$ cat config.mk
export PLATFORM = sky130hd
export DESIGN_NAME = imem_port_arbiter
export DESIGN_NICKNAME = d
export VERILOG_FILES = /design/src/rtl/imem_port_arbiter.sv
export SDC_FILE = /design/constraint.sdc
export NUM_CORES = 1
export LEC_CHECK = 0
export ABC_AREA = 1
export CORE_MARGIN = 4
export CORE_UTILIZATION = 34
export CTS_BUF_LIST = sky130_fd_sc_hd__clkbuf_4
export CTS_CLUSTER_SIZE = 24
export DETAILED_ROUTE_END_ITERATION = 8
export GPL_TIMING_DRIVEN = 0
export PLACE_DENSITY_LB_ADDON = 0.3
export REMOVE_ABC_BUFFERS = 1
export SKIP_CTS_REPAIR_TIMING = 1
export SYNTH_ARGS = -nofsm -noshare
export SYNTH_HDL_FRONTEND = slang
export SYNTH_SLANG_ARGS = --single-unit
$ cat constraint.sdc
create_clock -name clk -period 3 [get_ports clk]
set_clock_uncertainty 0.2 [all_clocks]
set_input_delay 0.6 -clock clk [delete_from_list [all_inputs] [get_ports clk]]
set_output_delay 0.6 -clock clk [all_outputs]
set_load 0.01 [all_outputs]
$ cat src/rtl/imem_port_arbiter.sv
// Single-port instruction memory arbiter between the IF fetch port and the
// debug/program-loader port; one access per cycle, registered 1-cycle response.
//
// last_gnt   | meaning
// OWN_FETCH  | most recent grant went to fetch (next tie favours debug)
// OWN_DEBUG  | most recent grant went to debug, or reset (next tie favours fetch)
module imem_port_arbiter #(
   parameter int DEPTH      = 1024,
   parameter int AW         = 10,
   parameter int LOCK_LIMIT = 8
) (
   input  logic          clk,
   input  logic          rst,
   input  logic          f_req,
   input  logic [31:0]   f_addr,
   output logic          f_gnt,
   output logic          f_rvalid,
   output logic [31:0]   f_rdata,
   output logic          f_err,
   input  logic          d_req,
   input  logic          d_we,
   input  logic          d_lock,
   input  logic [31:0]   d_addr,
   input  logic [31:0]   d_wdata,
   output logic          d_gnt,
   output logic          d_rvalid,
   output logic [31:0]   d_rdata,
   output logic          d_err,
   output logic [AW-1:0] mem_addr,
   output logic          mem_we,
   output logic [31:0]   mem_wdata,
   input  logic [31:0]   mem_rdata
);

   typedef enum logic {OWN_FETCH, OWN_DEBUG} owner_t;

   owner_t        last_gnt, last_gnt_nxt;
   logic          primed, primed_nxt;
   logic [7:0]    lock_cnt, lock_cnt_nxt;
   logic [AW-1:0] addr_q, addr_nxt;
   logic [31:0]   gaddr;
   logic          legal;
   logic          any_gnt;

   always_ff @(posedge clk or posedge rst) begin
      if (rst) begin
         last_gnt <= OWN_DEBUG;
         primed   <= 1'b0;
         lock_cnt <= '0;
         addr_q   <= '0;
         f_rvalid <= 1'b0;
         f_rdata  <= '0;
         f_err    <= 1'b0;
         d_rvalid <= 1'b0;
         d_rdata  <= '0;
         d_err    <= 1'b0;
      end else begin
         last_gnt <= last_gnt_nxt;
         primed   <= primed_nxt;
         lock_cnt <= lock_cnt_nxt;
         addr_q   <= addr_nxt;
         f_rvalid <= f_gnt;
         f_rdata  <= (f_gnt && legal) ? mem_rdata : '0;
         f_err    <= f_gnt && !legal;
         d_rvalid <= d_gnt;
         d_rdata  <= (d_gnt && legal && !d_we) ? mem_rdata : '0;
         d_err    <= d_gnt && !legal;
      end
   end

   always_comb begin
      f_gnt        = 1'b0;
      d_gnt        = 1'b0;
      last_gnt_nxt = last_gnt;
      primed_nxt   = primed;
      lock_cnt_nxt = lock_cnt;
      addr_nxt     = addr_q;

      // Burst continuation needs a real debug grant since reset; the reset
      // value of last_gnt alone must not let a locked burst beat fetch.
      if (!rst) begin
         if (f_req && !d_req) begin
            f_gnt = 1'b1;
         end else if (d_req && !f_req) begin
            d_gnt = 1'b1;
         end else if (f_req && d_req) begin
            if (lock_cnt == 8'(LOCK_LIMIT))
               f_gnt = 1'b1;
            else if (d_lock && primed && last_gnt == OWN_DEBUG)
               d_gnt = 1'b1;
            else if (last_gnt == OWN_DEBUG)
               f_gnt = 1'b1;
            else
               d_gnt = 1'b1;
         end
      end

      any_gnt = f_gnt || d_gnt;
      gaddr   = d_gnt ? d_addr : f_addr;
      legal   = (gaddr[1:0] == 2'b00) && (gaddr[31:2] < 30'(DEPTH));

      if (any_gnt && legal) begin
         mem_addr  = gaddr[AW+1:2];
         mem_wdata = d_wdata;
         addr_nxt  = gaddr[AW+1:2];
      end else begin
         mem_addr  = addr_q;
         mem_wdata = '0;
      end
      mem_we = d_gnt && legal && d_we;

      if (f_gnt) begin
         last_gnt_nxt = OWN_FETCH;
         primed_nxt   = 1'b1;
      end else if (d_gnt) begin
         last_gnt_nxt = OWN_DEBUG;
         primed_nxt   = 1'b1;
      end

      if (!f_req || f_gnt)
         lock_cnt_nxt = '0;
      else if (d_gnt && lock_cnt != 8'(LOCK_LIMIT))
         lock_cnt_nxt = lock_cnt + 8'd1;
   end

endmodule
==> impl_results.md <==
* Status: finished, violations left
* Violated checks: setup timing
* Slowest cell on crit path: dfrtp_1
* Total CTS buffers at 9
* Crit path DAT at 2.60 ns
* First-pass GRT wire length at 18500 µm
* TritonCTS clock tree: yes
* Clk sinks at 88
* Average wire per standard cell at 15.8 µm
* Syn avg cell area at 8.57 µm²
* Crit Path Max Fanout at 8
* Util after Layout at 65.1%
* Worst-Skew Late Latency at 0.43 ns
* Layout Cells excl Fill at 888
* Top Ports at 247
* CTS Root Cell: clkbuf_4
* CP required at 2.20 ns
* Startpoint types: register
* Most instantiated cells after synthesis: nor2_1 (100), dfrtp_1 (87), inv_1 (80), nand2_1 (65), a21oi_1 (24)
* Die area at 13100 µm²
* Die Ht at 114 µm
* Hold Vio Cnt, Final at 0
* RSZ-0062 raised after global routing: true
* Fin worst setup slack at -0.400 ns
* Placer Congestion at 0.824
* Final WL at 14100 µm
* Lkg Pwr at 3.60 nW
* Pre-CTS setup slack at -2.52 ns
* Site Rows at 38
* Post-synth EDFFs at 0
* Crit path capture type: output pin
* Area growth syn-to-layout at 85.6%
* Final nets at 878
* Area leader, netlist: dfrtp_1
* Worst Hold Class: register to register
* Worst Max-Slew Pin Slew at 0.741 ns
* Crit path cell chain: inv_2 -> ha_4 -> nand3_4 -> o21ai_4 -> nand2_4 -> nand2_8 -> nand2_4 -> nand2_4 -> buf_6 -> buf_6 -> nand3_4 -> clkbuf_16 -> a21oi_1 -> buf_2
* Port Buffers at 246
* Via count at 4071
* Via/cell ratio at 4.58
* Synth top area cells: dfrtp_1 (57%), nor2_1 (9.8%), inv_1 (7.8%), nand2_1 (6.4%), a21oi_1 (3.1%)
* 1st-pass router iterations at 4
* Seq/Total Area, Yosys at 57.4%
* Post-DRT Antenna Nets at 0
* Total gr overflow at 0
* Worst slew margin at 50.5%
* H-Tree Depth at 3
* Crit path buf inv count at 5
* Vias in the first global route at 3853
* Overall routing resource usage at 17.9%
* Peak VDD IR at 183 µV
* Crit-path max cell delay at 0.43 ns
* Fin crit period at 3.40 ns
* Synth top area share at 56.7%
* Clk pin slew, worst setup/hold paths at 0.15 ns
* Post-synth ARST share at 100%
* Largest net degree at the start of global routing at 66
* 1st-iter DRT viols at 129
* Setup violators final at 42
* DR DRC count at 0
* Layout cells sized above 1 at 22.4%
* Initial antenna violation count at 2
* Max clock buf depth at 2
* DP Wirelength at 9360 µm
* Final slew viol count at 0
* Worst Hold Slack at 0.279 ns
* Netlist cell types at 27
* Synthesis Warnings at 0
* Max Cap Viol at 0
* FF+latch count, synth at 88
* Synth Instances at 448
* Final period utilization at 113%
* Most numerous cell in the Yosys netlist: nor2_1
* Top delay family on crit path: buffers and inverters
* Fmax at 294 MHz
* Pwr per Cell Area at 310 nW/µm²
* Die W at 114 µm
* Mapped Area at 3840 µm²
* # placed instances at 819
* CP Class: register to output pin
* Initial cell density of the core at 35.1%
* Core box area at 10900 µm²
* Main synth FF type: dfrtp_1
* Most frequent CP cell: nand2_4
==> routing by layer <==
metal / global-route usage (%) / routed length, µm
met5: 0 / 13
met4: 6.25 / 174
met3: 8.88 / 1540
met2: 31.9 / 7350
met1: 18.2 / 4970
==> power by group <==
group,total (mW),switching [mW],internal (mW)
clock,0.630,0.442,0.187
sequential,1.20,0.00350,1.20
combinational,0.382,0.161,0.221
==> cells by family (layout without fill, tap and decap cells) <==
logic type      count (synthesis)  count (layout)  synth area share (%)
simple gates                  215             221                  23.9
compound gates                 41              41                  6.52
buf+inv                        98             391                  10.6
flops                          88              88                  57.4
fa+ha+maj                       2               2                 0.652
other cells                     0               1                     0
xor+xnor                        4               4                 0.913
==> metrics by stage <==
stage	instance area [µm²]	total power [mW]	TNS (ns)
floorplan	3730	1.32	-27.41
global placement	6370	1.52	-281.11
detailed placement	6440	1.53	-145.23
CTS	6570	2.17	-107.31
global route	7120	2.32	-18.61
finish	7120	2.21	-12.74
==> tightest hold or removal path, stage by stage, from the launching register on <==
cell and delay [ns]:
dfstp_2 0.40, nand2_1 0.05, nand2_1 0.04
==> registers in the layout, summed over array words and instances, names as in the netlist <==
| name | cells |
|---|---|
| d_rvalid | 1 |
| f_rvalid | 1 |
| primed | 1 |
| lock_cnt | 8 |
| d_err | 1 |
| last_gnt | 1 |
| f_rdata | 32 |
| f_err | 1 |
| addr_q | 10 |
| d_rdata | 32 |
==> layout make-up <==
type | instances | area, µm²
fillers | 889 | 3810
diodes | 1 | 2.50
repair buffers | 295 | 2760
flip-flops and latches | 88 | 2200
clock buffers | 9 | 67.6
multi-input cells | 268 | 1540
well taps | 140 | 175
inverters | 80 | 307
clock inverters | 7 | 63.8
==> worst paths after layout <==
kind	startpoint	endpoint	slack, ns	cells after the start
setup reg to reg	lock_cnt[1]$_DFFE_PP0P_	f_rdata[2]$_DFF_PP0_	0.14	12
max in group asynchronous	rst	d_rdata[30]$_DFF_PP0_	1.58	3
setup / recovery	lock_cnt[1]$_DFFE_PP0P_	mem_wdata[26]	-0.40	14
min in group asynchronous	rst	f_err$_DFF_PP0_	0.38	2
hold reg to reg	last_gnt$_DFFE_PP1N_	last_gnt$_DFFE_PP1N_	0.28	2
hold / removal	last_gnt$_DFFE_PP1N_	last_gnt$_DFFE_PP1N_	0.28	2
==> layout by cell type, fill, tap and decap left out, types with 3 or more instances in the layout <==
cell type          n
nand2_2            3
inv_1             75
buf_6              6
nand3_1           17
nor3_1             5
nor2_1            97
dlymetal6s2s_1     4
xor2_1             3
a21oi_1            6
dfrtp_1           86
nand4_1           15
clkbuf_4           9
buf_12             3
nand3_4            9
nand2_1           61
clkinvlp_4         3
o21ai_1            3
clkdlybuf4s50_1  201
inv_2              3
nand2_4            4
a21oi_2           26
clkbuf_2          13
buf_4             37
o31ai_1            3
buf_2             27
(Power assumes the default switching activity.)
